`config.mk`:
```
export PLATFORM = sky130hd
export DESIGN_NAME = cic3_row_readout_sched_flat
export DESIGN_NICKNAME = d
export VERILOG_FILES = /design/src/rtl/cic3_row_readout_sched_if.sv /design/src/rtl/cic3_row_readout_sched.sv /design/src/flat_wrapper.sv
export SDC_FILE = /design/constraint.sdc
export NUM_CORES = 1
export LEC_CHECK = 0
export CAP_MARGIN = 20
export CORE_ASPECT_RATIO = 1.75
export CORE_MARGIN = 1
export CORE_UTILIZATION = 34
export CTS_BUF_LIST = sky130_fd_sc_hd__clkbuf_16
export DETAILED_ROUTE_END_ITERATION = 8
export REMOVE_ABC_BUFFERS = 1
export SYNTH_ARGS = -nofsm -noshare
export SYNTH_HDL_FRONTEND = slang
export SYNTH_SLANG_ARGS = --single-unit
```
`constraint.sdc`:
```
create_clock -name clk -period 3.1 [get_ports clk]
set_input_delay 0.465 -clock clk [delete_from_list [all_inputs] [get_ports clk]]
set_output_delay 0.465 -clock clk [all_outputs]
set_load 0.01 [all_outputs]
```
`src/rtl/cic3_row_readout_sched_if.sv`:
```
`default_nettype none
// ============================================================================
//  Module      : cic3_row_readout_sched_if
//  Description : Valid/ready word stream from the CIC3 row readout scheduler
//                to downstream packing/serialisation logic.
//                master = scheduler (drives words), slave = consumer.
//                With CIC3_ROW_FRAME_TAG_EN defined, an 8-bit frame tag
//                (out_frame) travels with every word.
//  Signals     : out_valid  word valid
//                out_ready  consumer accepts the word
//                out_chan   channel index of the word
//                out_data   captured filter bit of that channel
//                out_first  first word of a frame
//                out_frame  frame tag (optional)
//  Revision    : 1.0  initial release
// ============================================================================
interface cic3_row_readout_sched_if #(
    parameter int CHAN_W = 5
);
    logic              out_valid;
    logic              out_ready;
    logic [CHAN_W-1:0] out_chan;
    logic              out_data;
    logic              out_first;
`ifdef CIC3_ROW_FRAME_TAG_EN
    logic [7:0]        out_frame;

    modport master (
        output out_valid, out_chan, out_data, out_first, out_frame,
        input  out_ready
    );

    modport slave (
        input  out_valid, out_chan, out_data, out_first, out_frame,
        output out_ready
    );
`else
    modport master (
        output out_valid, out_chan, out_data, out_first,
        input  out_ready
    );

    modport slave (
        input  out_valid, out_chan, out_data, out_first,
        output out_ready
    );
`endif
endinterface
`default_nettype wire

```
`src/rtl/cic3_row_readout_sched.sv`:
```
`default_nettype none
// ============================================================================
//  Module      : cic3_row_readout_sched
//  Description : Readout scheduler for a 2x12 row of CIC3 decimation filters.
//                A frame divider produces one strobe every DECIM_RATIO clocks;
//                on each accepted strobe the masked filter outputs are
//                captured into a shadow register and drained one channel per
//                handshake in ascending channel order. A strobe that arrives
//                while a frame is still draining is dropped and flagged via
//                the sticky overrun output.
//  Macro       : CIC3_ROW_FRAME_TAG_EN - adds an 8-bit frame sequence tag
//                (out_if.out_frame) that counts every strobe, dropped or not.
//  Ports       : clk            sole clock
//                reset          synchronous active-high reset
//                enable         run the frame divider
//                chan_mask      per-channel readout enable (sampled at capture)
//                filt_out       filter row outputs, bit j = channel j
//                frame_strobe   one-cycle frame pulse (combinational)
//                overrun        sticky frame-dropped flag
//                clear_overrun  clears overrun (a same-cycle drop wins)
//                out_if         word stream (master side)
//  Revision    : 1.0  initial release
// ============================================================================
module cic3_row_readout_sched #(
    parameter int NUM_CHANNELS = 24,
    parameter int DECIM_RATIO  = 16,
    parameter int CHAN_W       = 5,
    parameter int DIV_W        = 16
) (
    input  logic                    clk,
    input  logic                    reset,
    input  logic                    enable,
    input  logic [NUM_CHANNELS-1:0] chan_mask,
    input  logic [NUM_CHANNELS-1:0] filt_out,
    output logic                    frame_strobe,
    output logic                    overrun,
    input  logic                    clear_overrun,
    cic3_row_readout_sched_if.master out_if
);

    localparam logic [0:0] ST_IDLE = 1'b0;
    localparam logic [0:0] ST_SCAN = 1'b1;

    localparam logic [DIV_W-1:0] DIV_LAST = DIV_W'(DECIM_RATIO - 1);

    logic [DIV_W-1:0]        div_cnt_q,    div_cnt_d;
    logic [0:0]              state_q,      state_d;
    logic [NUM_CHANNELS-1:0] shadow_q,     shadow_d;
    logic [NUM_CHANNELS-1:0] pending_q,    pending_d;
    logic                    first_flag_q, first_flag_d;
    logic                    overrun_q,    overrun_d;

    logic [CHAN_W-1:0]       sel_idx;
    logic [NUM_CHANNELS-1:0] sel_onehot;
    logic                    scanning;
    logic                    handshake;
    logic                    last_word;
    logic                    capture;
    logic                    drop;

    // ------------------------------------------------------------------
    // Lowest-set-bit select over the pending vector
    // ------------------------------------------------------------------
    always_comb begin
        sel_idx = '0;
        for (int i = NUM_CHANNELS - 1; i >= 0; i--) begin
            if (pending_q[i]) begin
                sel_idx = CHAN_W'(i);
            end
        end
    end

    // Two's-complement trick isolates the lowest set bit.
    assign sel_onehot = pending_q & (~pending_q + NUM_CHANNELS'(1));

    // ------------------------------------------------------------------
    // Control terms
    // ------------------------------------------------------------------
    assign frame_strobe = enable && (div_cnt_q == DIV_LAST);
    assign scanning     = (state_q == ST_SCAN);
    assign handshake    = scanning && out_if.out_ready;
    // The word being accepted is the last one when nothing else remains.
    assign last_word    = handshake && ((pending_q & ~sel_onehot) == '0);
    // A frame can be accepted when idle, or when the current frame finishes
    // in this very cycle (back-to-back frames without a bubble).
    assign capture      = frame_strobe && (!scanning || last_word);
    assign drop         = frame_strobe && scanning && !last_word;

    // ------------------------------------------------------------------
    // Next-state logic
    // ------------------------------------------------------------------
    always_comb begin
        div_cnt_d    = div_cnt_q;
        state_d      = state_q;
        shadow_d     = shadow_q;
        pending_d    = pending_q;
        first_flag_d = first_flag_q;
        overrun_d    = overrun_q;

        if (!enable) begin
            div_cnt_d = '0;
        end else if (div_cnt_q == DIV_LAST) begin
            div_cnt_d = '0;
        end else begin
            div_cnt_d = div_cnt_q + DIV_W'(1);
        end

        if (handshake) begin
            pending_d    = pending_q & ~sel_onehot;
            first_flag_d = 1'b0;
            if (last_word) begin
                state_d = ST_IDLE;
            end
        end

        // Capture overrides the drain update: the old frame is finished.
        if (capture) begin
            shadow_d     = filt_out;
            pending_d    = chan_mask;
            first_flag_d = 1'b1;
            state_d      = (chan_mask != '0) ? ST_SCAN : ST_IDLE;
        end

        // Set has priority over clear.
        if (drop) begin
            overrun_d = 1'b1;
        end else if (clear_overrun) begin
            overrun_d = 1'b0;
        end
    end

    always_ff @(posedge clk) begin
        if (reset) begin
            div_cnt_q    <= '0;
            state_q      <= ST_IDLE;
            shadow_q     <= '0;
            pending_q    <= '0;
            first_flag_q <= 1'b0;
            overrun_q    <= 1'b0;
        end else begin
            div_cnt_q    <= div_cnt_d;
            state_q      <= state_d;
            shadow_q     <= shadow_d;
            pending_q    <= pending_d;
            first_flag_q <= first_flag_d;
            overrun_q    <= overrun_d;
        end
    end

    // ------------------------------------------------------------------
    // Outputs: data and first are gated so the stream is quiet when idle.
    // ------------------------------------------------------------------
    assign out_if.out_valid = scanning;
    assign out_if.out_chan  = sel_idx;
    assign out_if.out_data  = scanning && ((shadow_q & sel_onehot) != '0);
    assign out_if.out_first = scanning && first_flag_q;
    assign overrun          = overrun_q;

`ifdef CIC3_ROW_FRAME_TAG_EN
    // ------------------------------------------------------------------
    // Frame sequence tag: counts every strobe; a captured frame keeps the
    // count value seen at its strobe, so the first frame carries tag 0.
    // ------------------------------------------------------------------
    logic [7:0] frame_cnt_q, frame_cnt_d;
    logic [7:0] frame_tag_q, frame_tag_d;

    always_comb begin
        frame_cnt_d = frame_cnt_q;
        frame_tag_d = frame_tag_q;
        if (frame_strobe) begin
            frame_cnt_d = frame_cnt_q + 8'd1;
        end
        if (capture) begin
            frame_tag_d = frame_cnt_q;
        end
    end

    always_ff @(posedge clk) begin
        if (reset) begin
            frame_cnt_q <= '0;
            frame_tag_q <= '0;
        end else begin
            frame_cnt_q <= frame_cnt_d;
            frame_tag_q <= frame_tag_d;
        end
    end

    assign out_if.out_frame = frame_tag_q;
`endif

endmodule
`default_nettype wire

```
`src/flat_wrapper.sv`:
```
// flat-port wrapper written by rule: the top's interface ports become plain ports
module cic3_row_readout_sched_flat 
#(
    parameter int NUM_CHANNELS = 24,
    parameter int DECIM_RATIO  = 16,
    parameter int CHAN_W       = 5,
    parameter int DIV_W        = 16
)
  (clk, reset, enable, chan_mask, filt_out, frame_strobe, overrun, clear_overrun, out_if_out_valid, out_if_out_chan, out_if_out_data, out_if_out_first, out_if_out_ready);
  cic3_row_readout_sched_if #(.CHAN_W(CHAN_W)) out_if_i ();
  input  logic clk;
  input  logic reset;
  input  logic enable;
  input  logic [NUM_CHANNELS-1:0] chan_mask;
  input  logic [NUM_CHANNELS-1:0] filt_out;
  output logic frame_strobe;
  output logic overrun;
  input  logic clear_overrun;
  output wire logic [$bits(out_if_i.out_valid)-1:0] out_if_out_valid;
  output wire logic [$bits(out_if_i.out_chan)-1:0] out_if_out_chan;
  output wire logic [$bits(out_if_i.out_data)-1:0] out_if_out_data;
  output wire logic [$bits(out_if_i.out_first)-1:0] out_if_out_first;
  input wire logic [$bits(out_if_i.out_ready)-1:0] out_if_out_ready;
  assign out_if_out_valid = out_if_i.out_valid;
  assign out_if_out_chan = out_if_i.out_chan;
  assign out_if_out_data = out_if_i.out_data;
  assign out_if_out_first = out_if_i.out_first;
  assign out_if_i.out_ready = out_if_out_ready;
  cic3_row_readout_sched #(.NUM_CHANNELS(NUM_CHANNELS), .DECIM_RATIO(DECIM_RATIO), .CHAN_W(CHAN_W), .DIV_W(DIV_W)) u_core (.clk(clk), .reset(reset), .enable(enable), .chan_mask(chan_mask), .filt_out(filt_out), .frame_strobe(frame_strobe), .overrun(overrun), .clear_overrun(clear_overrun), .out_if(out_if_i));
endmodule
```
==> flow_metrics.tcl, run 1 <==
set metrics [dict create \
    outcome "complete, no violations" \
    vias 3942 \
    grt_use_total 0.217 \
    grt_antenna_before_repair 0 \
    grt_remaining_overflow 0 \
    worst_slew_pin_slew_ns 0.737 \
    htree_num_levels 3 \
    dieHeight_um 143 \
    cts_hold_buffers 0 \
    max_slew_margin 0.504 \
    synthSimpleGateAreaFrac 0.210 \
    setup.worst_path.start_class "register" \
    floorplan.rows 51 \
    worstPathArrival_ns 2.55 \
    synth_compound_gate_area_share 0.279 \
    whs_ns 0.438 \
    number_of_cts_inserted_buffers 9 \
    die_width_um 82.3 \
    grt_max_degree 41 \
    postRouteWirelength_um 11800 \
    grt_first_pass_wirelength_um 19100 \
    final.period_utilization 0.974 \
    clkSinkCount 67 \
    layout-area-overhead-vs-synth_pct 31.7 \
    layout.filler_cells 1125 \
    dpl_hpwl_um 8820 \
    worstSkewPairLatency_ns 0.33 \
    setup_viol 0 \
    drive_above_1_share 0.128 \
    yosys_warnings 0 \
    pwr_density_cell_nw_per_um2 410 \
    layout.nets 596 \
    io_pins 63 \
    hold_path.class "reg2reg" \
    period_minus_slack_ns 3.02 \
    avgSynthCellArea_um2 8.04 \
    yosys.area_share.adder 0.00587 \
    fin_skew_ns 0.00926 \
    tritoncts "done" \
    floorplan.initialDensity 0.348 \
    number_of_flops_mapped_to_enable_cells_by_yosys 0 \
    max_cap_viol_count 0 \
    number_of_global_route_vias_before_repair 3927 \
    route.detailed.wl_per_inst_um 17.4 \
    timing_max_transition_violations_final 0 \
    finalHoldViolations 0 \
    design.core.area_um2 11000 \
    cts_buffer_depth 2 \
    synthCells 477 \
    timing.setup.critical_path_class "reg2out" \
    cts_root_buf "sky130_fd_sc_hd__clkbuf_16" \
    worst_setup_hold_path_clk_slew_ns 0.06 \
    synth.mux.area_fraction 0.0567 \
    synth_top_family_by_area "compound AO/OA/AOI/OAI gates" \
    drtIter0Drc 195 \
    antennaDiodeCount 0 \
    yosysSeqAreaShare 0.350 \
    number_of_distinct_library_cells_after_synthesis 54 \
    crit_required_ns 2.63 \
    utilization 0.458 \
    vdd_drop_max_uv 474 \
    post_dp_cell_area_um2 4720 \
    ys_ff_latch 67 \
    cts.repair_timing.setup_buffer_count 0 \
    power.static_leakage_nw 1.78 \
    final_antenna_net_count 0 \
    post-route-drc-count 0 \
    gpl.final_weighted_congestion 0.988 \
    mappedNetlistArea_um2 3840 \
    yosys_most_used_dff "sky130_fd_sc_hd__dfxtp_1" \
    vias_per_cell 5.81 \
    async_flop_share 0 \
    die_area_um2 11700 \
    fmax_mhz 331 \
    path_max_fanout 6 \
    place.port_buffers 62 \
    first_pass_iters 5 \
    worstSetupEndpointType "output pin" \
    synthesized_area_fraction_occupied_by_xor_and_xnor_cells 0.0320 \
    final_area_um2 5050 \
    grt_setup_unrepaired "false" \
]
cell usage after synthesis, types with 4 or more instances:
master / count / share of area
sky130_fd_sc_hd__or3_1: 4 / 0.0065
sky130_fd_sc_hd__nor4_1: 10 / 0.016
sky130_fd_sc_hd__nor3_1: 7 / 0.0091
sky130_fd_sc_hd__o31ai_1: 5 / 0.0098
sky130_fd_sc_hd__nor2_1: 50 / 0.049
sky130_fd_sc_hd__o211ai_1: 57 / 0.11
sky130_fd_sc_hd__dfxtp_1: 67 / 0.35
sky130_fd_sc_hd__mux2i_1: 15 / 0.039
sky130_fd_sc_hd__xnor2_1: 8 / 0.018
sky130_fd_sc_hd__inv_1: 11 / 0.011
sky130_fd_sc_hd__and3_1: 6 / 0.0098
sky130_fd_sc_hd__nand3_1: 10 / 0.013
sky130_fd_sc_hd__o21ai_0: 13 / 0.017
sky130_fd_sc_hd__xor2_1: 6 / 0.014
sky130_fd_sc_hd__nor2b_1: 7 / 0.011
sky130_fd_sc_hd__buf_2: 7 / 0.0091
sky130_fd_sc_hd__a21oi_1: 50 / 0.065
sky130_fd_sc_hd__nor4_4: 4 / 0.022
sky130_fd_sc_hd__clkbuf_1: 34 / 0.033
sky130_fd_sc_hd__mux2_2: 4 / 0.012
sky130_fd_sc_hd__nand2_1: 42 / 0.041
sky130_fd_sc_hd__nand4_1: 7 / 0.011
sky130_fd_sc_hd__o311ai_0: 8 / 0.018
registers in the layout, indices dropped and copies added (netlist names):
| name | cells |
|---|---|
| u_core.first_flag_q | 1 |
| u_core.div_cnt_q | 16 |
| u_core.pending_q | 24 |
| u_core.overrun | 1 |
| u_core.shadow_q | 24 |
| u_core.out_if.out_valid | 1 |
metal layers:
layer  wire length [um]  GRT usage  up-vias  share of wire
li1                   -          -     1910              -
met1               4640      0.239     1866           0.39
met2               6100      0.375      127           0.52
met3                527     0.0436       39          0.045
met4                552      0.125        0          0.047
met5                  0          0        -              0
critical path: stages (launching register included):
cell	delay, ns
sky130_fd_sc_hd__dfxtp_1	0.37
sky130_fd_sc_hd__nor2_1	0.20
sky130_fd_sc_hd__o31ai_1	0.10
sky130_fd_sc_hd__a211o_1	0.32
sky130_fd_sc_hd__a211oi_2	0.29
sky130_fd_sc_hd__o31ai_1	0.11
sky130_fd_sc_hd__a211oi_1	0.27
sky130_fd_sc_hd__nor3_1	0.08
sky130_fd_sc_hd__clkdlybuf4s50_1	0.48
metrics by stage:
| step | worst slack, ns | total power, mW | setup TNS (ns) | std cells |
|---|---|---|---|---|
| after floorplan | -0.692 | 0.899 | -10.19 | 431 |
| after global placement | 0.117 | 0.989 | 0 | 663 |
| after detailed placement | 0.126 | 0.990 | 0 | 663 |
| after CTS | 0.0765 | 2.09 | 0 | 679 |
| after global routing | 0.00643 | 2.14 | 0 | 679 |
| final | 0.0816 | 2.07 | 0 | 679 |
worst paths after layout:
| path | startpoint | slack (ns) | end | cells after the start |
|---|---|---|---|---|
| setup / recovery | u_core.pending_q[19] | 0.08 | out_if_out_chan[1] | 8 |
| hold / removal | u_core.div_cnt_q[0] | 0.44 | u_core.div_cnt_q[0] | 1 |
| setup reg to reg | u_core.pending_q[0] | 0.23 | u_core.pending_q[3] | 9 |
| hold reg to reg | u_core.div_cnt_q[0] | 0.44 | u_core.div_cnt_q[0] | 1 |
cell type report:
type	count	area, um2	share of cell area
Tap cell	132	165	0.0327
Clock inverter	7	100	0.0198
Multi-Input combinational cell	353	2250	0.445
Sequential cell	67	1340	0.266
Clock buffer	9	225	0.0446
Timing Repair Buffer	100	930	0.184
Inverter	11	41.3	0.00817
cell usage in the layout, fill, tap and decap left out, types with 3 or more instances in the layout:
master | Yosys | final
sky130_fd_sc_hd__mux2_2 | 4 | 4
sky130_fd_sc_hd__nand3b_1 | 3 | 3
sky130_fd_sc_hd__clkbuf_16 | 0 | 9
sky130_fd_sc_hd__or4_1 | 3 | 3
sky130_fd_sc_hd__and3_1 | 6 | 6
sky130_fd_sc_hd__xnor2_1 | 8 | 8
sky130_fd_sc_hd__clkdlybuf4s50_1 | 0 | 61
sky130_fd_sc_hd__mux2i_1 | 15 | 15
sky130_fd_sc_hd__nor3_1 | 7 | 7
sky130_fd_sc_hd__nor2_1 | 50 | 50
sky130_fd_sc_hd__nor4_4 | 4 | 4
sky130_fd_sc_hd__nor4_1 | 10 | 9
sky130_fd_sc_hd__o31ai_1 | 5 | 5
sky130_fd_sc_hd__nand4_1 | 7 | 7
sky130_fd_sc_hd__xor2_1 | 6 | 6
sky130_fd_sc_hd__o21ai_0 | 13 | 13
sky130_fd_sc_hd__or3_1 | 4 | 4
sky130_fd_sc_hd__buf_4 | 1 | 36
sky130_fd_sc_hd__o311ai_0 | 8 | 8
sky130_fd_sc_hd__nand2_1 | 42 | 42
sky130_fd_sc_hd__inv_1 | 11 | 11
sky130_fd_sc_hd__clkinv_4 | 0 | 3
sky130_fd_sc_hd__nand3_1 | 10 | 10
sky130_fd_sc_hd__nor2b_1 | 7 | 7
sky130_fd_sc_hd__o211ai_1 | 57 | 57
sky130_fd_sc_hd__a21oi_1 | 50 | 50
sky130_fd_sc_hd__dfxtp_1 | 67 | 66
cells by family after synthesis:
family,after synthesis
AOI/OAI and AO/OA,159
xor gates and xnor gates,14
adders and majority gates,2
buffers and inverters,57
DFF,67
muxes,21
and+or+nand+nor,157
where the power goes:
group          switching [mW]  internal [mW]  total, mW
Clock                   0.391          0.709       1.10
Sequential           0.000706          0.862      0.863
Combinational          0.0409         0.0666      0.107
Total                   0.432           1.64       2.07
what timing repair did:
action	CTS	global route
resized for setup	2	2
cloned	0	0
setup endpoints to repair	2	8
endpoints found under the hold margin	0	0
pin swaps	1	3
(Power assumes the default switching activity.)
==> inputs of run 2 (changes only) <==
--- a/config.mk
+++ b/config.mk
@@ -6,11 +6,14 @@
 export NUM_CORES = 1
 export LEC_CHECK = 0
 export CAP_MARGIN = 20
+export CELL_PAD_IN_SITES_DETAIL_PLACEMENT = 1
+export CELL_PAD_IN_SITES_GLOBAL_PLACEMENT = 2
 export CORE_ASPECT_RATIO = 1.75
 export CORE_MARGIN = 1
-export CORE_UTILIZATION = 34
+export CORE_UTILIZATION = 31
 export CTS_BUF_LIST = sky130_fd_sc_hd__clkbuf_16
 export DETAILED_ROUTE_END_ITERATION = 8
+export PLACE_DENSITY = 0.77
 export REMOVE_ABC_BUFFERS = 1
 export SYNTH_ARGS = -nofsm -noshare
 export SYNTH_HDL_FRONTEND = slang
==> flow_metrics.tcl, run 2 (same netlist as run 1, synthesis figures left out) <==
set metrics [dict create \
    outcome "complete, no violations" \
    pwr_density_cell_nw_per_um2 401 \
    clock_power_share 0.526 \
    layout.filler_cells 1466 \
    worstSetupEndpointType "register" \
    die_area_um2 12800 \
    hold_path.class "reg2reg" \
    post-route-drc-count 0 \
    final.period_utilization 0.954 \
    crit_path_cell_chain "nor4_4, nand4_1, buf_4, nor4_1, o22ai_1, or4_1, a21oi_2, buf_4, buf_4, mux2i_1" \
    worst_slew_pin_slew_ns 0.750 \
    net-switching-power_mw 0.426 \
    worst_setup_hold_path_clk_slew_ns 0.06 \
    dieHeight_um 149 \
    final_antenna_net_count 0 \
    place.port_buffers 62 \
    final.setup.worst_slack_ns 0.144 \
    die_width_um 86.1 \
    timing_max_transition_violations_final 0 \
    power.total_mw 2.05 \
    max_cap_viol_count 0 \
    gpl.final_weighted_congestion 0.877 \
    antennaDiodeCount 0 \
    cts_buffer_depth 2 \
    vias_per_cell 5.55 \
    tritoncts "done" \
    setup.worst_path.start_class "register" \
    drive_above_1_share 0.134 \
    floorplan.rows 53 \
    worstSkewPairLatency_ns 0.33 \
    fmax_mhz 338 \
    route.detailed.wl_per_inst_um 18.8 \
    crit_required_ns 3.35 \
    utilization 0.423 \
    io_pins 63 \
    seq_power_share 0.422 \
    path_common_cell "sky130_fd_sc_hd__buf_4" \
    finalHoldViolations 0 \
    numPlacedInstances 702 \
    layout.nets 602 \
    finalNonFillerCells 718 \
    netSwitchingFraction 0.208 \
    vias 3985 \
    floorplan.initialDensity 0.318 \
    fin_skew_ns 0.00613 \
    grt_use_total 0.220 \
    period_minus_slack_ns 2.96 \
    postRouteWirelength_um 13500 \
    cts_hold_buffers 0 \
    top_regs "u_core.pending_q: 24 flops, u_core.shadow_q: 24 flops, u_core.div_cnt_q: 16 flops" \
    timing.setup.critical_path_class "reg2reg" \
    cts.repair_timing.setup_buffer_count 0 \
    vdd_drop_max_uv 275 \
    power.static_leakage_nw 1.80 \
    grt_setup_unrepaired "false" \
    htree_num_levels 3 \
    grt_max_degree 41 \
    power.internal_mw 1.62 \
    mostFrequentLayoutCell "sky130_fd_sc_hd__dfxtp_1" \
    path_max_fanout 10 \
    mostFrequentLayoutCells "sky130_fd_sc_hd__dfxtp_1, sky130_fd_sc_hd__clkdlybuf4s50_1, sky130_fd_sc_hd__o211ai_1" \
    grt_first_pass_wirelength_um 21600 \
    number_of_cts_inserted_buffers 9 \
    grt_antenna_before_repair 0 \
    multi_input_area_um2 2260 \
    first_pass_iters 4 \
    regArea_um2 1340 \
    clkSinkCount 67 \
    cts_root_buf "sky130_fd_sc_hd__clkbuf_16" \
    dpl_hpwl_um 10300 \
    place_ws_ns 0.0720 \
    max_slew_margin 0.500 \
    grt_remaining_overflow 0 \
    design.core.area_um2 12100 \
    crit_path_top_delay_cell "sky130_fd_sc_hd__or4_1" \
    drtIter0Drc 152 \
    critical-path-max-stage-delay_ns 0.58 \
    layout-area-overhead-vs-synth_pct 33.1 \
    number_of_global_route_vias_before_repair 4325 \
    combinationalPowerShare 0.053 \
    worstPathArrival_ns 3.21 \
    setup_viol 0 \
]
==> run 2: cell types whose count changed in the layout (fill, tap and decap cells not counted), sizes merged <==
cell	delta
clkinv	-1
clkinvlp	+1
buf	+6
==> run 2: through the flow <==
stage | area (um2) | hold WS, ns | setup TNS [ns]
global route | 5110 | 0.465 | 0
floorplan | 3620 | 0.413 | -10.19
CTS | 5090 | 0.450 | 0
global placement | 4780 | 0.426 | 0
finish | 5110 | 0.445 | 0
detailed placement | 4780 | 0.436 | 0
==> run 2: per-layer routing <==
layer | global-route usage | routed length, um
met5 | 0 | 0
met4 | 0.125 | 482
met3 | 0.0365 | 409
met2 | 0.419 | 7570
met1 | 0.219 | 5050
==> run 2: power groups by stage <==
stage	clock [mW]	sequential [mW]	combinational, mW
3_5_place_dp	0	0.882	0.109
5_1_grt	1.13	0.863	0.116
4_1_cts	1.10	0.863	0.109
2_1_floorplan	0	0.882	0.0170
3_3_place_gp	0	0.882	0.109
6_report	1.08	0.863	0.108
==> run 2: repair_timing <==
action	in CTS	in global routing
resized for setup	2	3
pin swaps	1	0
setup endpoints to repair	1	10
cloned	0	0
==> run 2: layout make-up <==
type	instances	area share
Clock buffer	9	0.0441
Clock inverter	7	0.0164
Inverter	11	0.00808
Multi-Input combinational cell	353	0.442
Sequential cell	67	0.263
Tap cell	165	0.0404
Timing Repair Buffer	106	0.186
==> run 2: critical path, delay by kind of cell, from the launching register on <==
family                 cells  cell delay, ns
AO/OA/AOI/OAI              2            0.39
buffers and inverters      3            0.58
flip-flops                 1            0.34
multiplexers               1            0.22
AND/OR/NAND/NOR            4            1.34
==> run 2: worst paths after layout <==
path                                           from                    to  slack, ns  depth (start not counted)
worst max-delay path            u_core.pending_q[4]  u_core.pending_q[12]       0.14                         10
worst min-delay path            u_core.div_cnt_q[0]   u_core.div_cnt_q[0]       0.45                          1
worst max register to register  u_core.pending_q[4]  u_core.pending_q[12]       0.14                         10
worst min register to register  u_core.div_cnt_q[0]   u_core.div_cnt_q[0]       0.45                          1
==> RTL change, RTL diff (settings of run 1) <==
`NUM_CHANNELS` is set to 24 in 2 places; all go to 36.
--- a/src/rtl/cic3_row_readout_sched.sv
+++ b/src/rtl/cic3_row_readout_sched.sv
@@ -23,5 +23,5 @@
 // ============================================================================
 module cic3_row_readout_sched #(
-    parameter int NUM_CHANNELS = 24,
+    parameter int NUM_CHANNELS = 36,
     parameter int DECIM_RATIO  = 16,
     parameter int CHAN_W       = 5,
--- a/src/flat_wrapper.sv
+++ b/src/flat_wrapper.sv
@@ -2,5 +2,5 @@
 module cic3_row_readout_sched_flat 
 #(
-    parameter int NUM_CHANNELS = 24,
+    parameter int NUM_CHANNELS = 36,
     parameter int DECIM_RATIO  = 16,
     parameter int CHAN_W       = 5,
Interface: changed (resized chan_mask and filt_out); port bits go from 63 to 87. No check against the original RTL was run, so the function may have changed too.
==> RTL change against run 1 <==
  * Cell area up 34%
  * Critical path type unchanged
  * Clock power increased by 4%
  * Worst hold slack barely moved
  * Register-to-register slack got worse by 0.09 ns
  * Area after synthesis is 31% higher
  * Setup slack improved by 0.056 ns
  * Largest power group is now registers
  * Combinational power increased by 29%
  * Sequential cell count grew 24
  * Count of clock-buffer cells in the layout unchanged
  * Via count is 36% higher
  * Routed wire length increased by 43%
  * Total power up 18%
  * Maximum frequency grew 1.9%
==> RTL change: results (changes against run 1) <==
[outcome]
status = finished, final reports clean  ; unchanged

[grt]
grt_use_met1_pct = 23.8  ; was 23.9%
grt_max_degree = 50  ; was 41
grt_pass1_vias = 5418  ; was 3927
gr-usage-met3_pct = 2.61  ; was 4.36%
use_met2_pct = 43.0  ; was 37.5%

[power]
peakVddDrop_uv = 295  ; was 474 uV
leakage_uw = 0.00250  ; was 0.00178 uW

[synth]
ys_seq_area_share_pct = 36.3  ; was 35.0%
synth.distinct_cells = 65  ; was 54
synth-xor-area-share_pct = 2.27  ; was 3.20%
syn_avg_cell_area_um2 = 7.39  ; was 8.04 um2
muxShareOfSynthArea_pct = 0.399  ; was 5.67%
synth_fa_ha_area_share_pct = 0.449  ; was 0.587%
synth_compound_area_share_pct = 23.5  ; was 27.9%
synth.area.top_cells = dfxtp_1, nand2_1, a21oi_1, nor2_1, clkbuf_1  ; was dfxtp_1, o211ai_1, a21oi_1, nor2_1, nand2_1

[placed_design]
gp_congestion = 0.933  ; was 0.988
portBuffers = 86  ; was 62
dp_slack_ns = 0.0219  ; was 0.126 ns
dpl-instance-area_mm2 = 0.00635  ; was 0.00472 mm2
dp_hpwl_um = 12900  ; was 8820 um

[clocking]
cts_setup_buffers = 6  ; was 0
post_cts_resized = 9  ; was 2

[timing]
finalCritPeriodShare_pct = 95.6  ; was 97.4%
worst_pin_slew_ns = 0.822  ; was 0.737 ns
finClkSkew_ns = 0.00776  ; was 0.00926 ns

[finish]
top_regs = u_core.pending_q: 36 flops, u_core.shadow_q: 36 flops, u_core.div_cnt_q: 16 flops  ; was u_core.pending_q: 24 flops, u_core.shadow_q: 24 flops, u_core.div_cnt_q: 16 flops
seq_share_pct = 26.9  ; was 26.6%
buf_share_pct = 20.9  ; was 18.4%
nNetsFinal = 866  ; was 596
nNonClkBuffers = 154  ; was 100
multi_input_area_share_pct = 43.5  ; was 44.5%
nNonClkInverters = 14  ; was 11
clk_share_pct = 4.55  ; was 6.44%

[worst_setup_path]
critical_path.slowest_cell = dfxtp_1  ; was clkdlybuf4s50_1
rrSetupSlack_ns = 0.14  ; was 0.23 ns
crit_fanout = 4  ; was 6
rr_startpoint = u_core.pending_q[16]  ; was u_core.pending_q[0]
cpPeakStageDelay_ns = 0.33  ; was 0.48 ns

[route]
routed_via_density = 5.51  ; was 5.81
drt_first_iter_violations = 275  ; was 195
wl_met1_um = 6430  ; was 4640 um
route.detailed.wl_per_inst_um = 17.4  ; about the same
dr_wl_met2_um = 9210  ; was 6100 um
wl_met3_um = 501  ; was 527 um

## RTL change: cell types whose count changed in the layout (fill, tap and decap cells not counted), sizes merged, moves of 7 or more
cell / before / now
a21oi: 51 / 98
nor3: 7 / 15
nor4: 15 / 22
o211ai: 57 / 16
nand3: 10 / 28
mux2i: 15 / 2
nand2: 42 / 141
buf: 38 / 69
clkdlybuf4s50: 61 / 82
dfxtp: 67 / 91
o21ai: 14 / 21
## RTL change: cell families (layout without fill, tap and decap cells)
logic type               count (synthesis)  count (layout)
AND/OR/NAND/NOR                        310             310
XOR/XNOR                                13              13
buffers and inverters                   69             184
multiplexers                             2               2
AO/OA/AOI/OAI                          191             191
adder cells (fa/ha/maj)                  2               2
flip-flops                              91              91
## RTL change: per-stage QoR
step / power, uW / instances / setup TNS, ns / utilization, %
floorplan: 1210 / 623 / -76.01 / -
global placement: 1340 / 948 / -0.00671 / 44.2
detailed placement: 1340 / 948 / 0 / 44.2
CTS: 2470 / 970 / 0 / 46.8
global route: 2530 / 973 / 0 / 47.1
finish: 2440 / 973 / 0 / 47.1
## RTL change: how the worst min path moves through the flow
stage / to / start / depth (start not counted) / slack [ns]
final: u_core.div_cnt_q[0] / u_core.div_cnt_q[0] / 1 / 0.44
after detailed placement: u_core.div_cnt_q[0] / u_core.div_cnt_q[0] / 1 / 0.43
after floorplan: u_core.div_cnt_q[0] / u_core.div_cnt_q[0] / 1 / 0.41
after global placement: u_core.div_cnt_q[0] / u_core.div_cnt_q[0] / 1 / 0.43
after CTS: u_core.div_cnt_q[0] / u_core.div_cnt_q[0] / 1 / 0.44
after global routing: u_core.div_cnt_q[0] / u_core.div_cnt_q[0] / 1 / 0.47
## RTL change: report_power, final
group          total [uW]  internal (uW)  switching [uW]
combinational         138           89.5            48.4
sequential           1170           1170           0.721
clock                1140            640             496
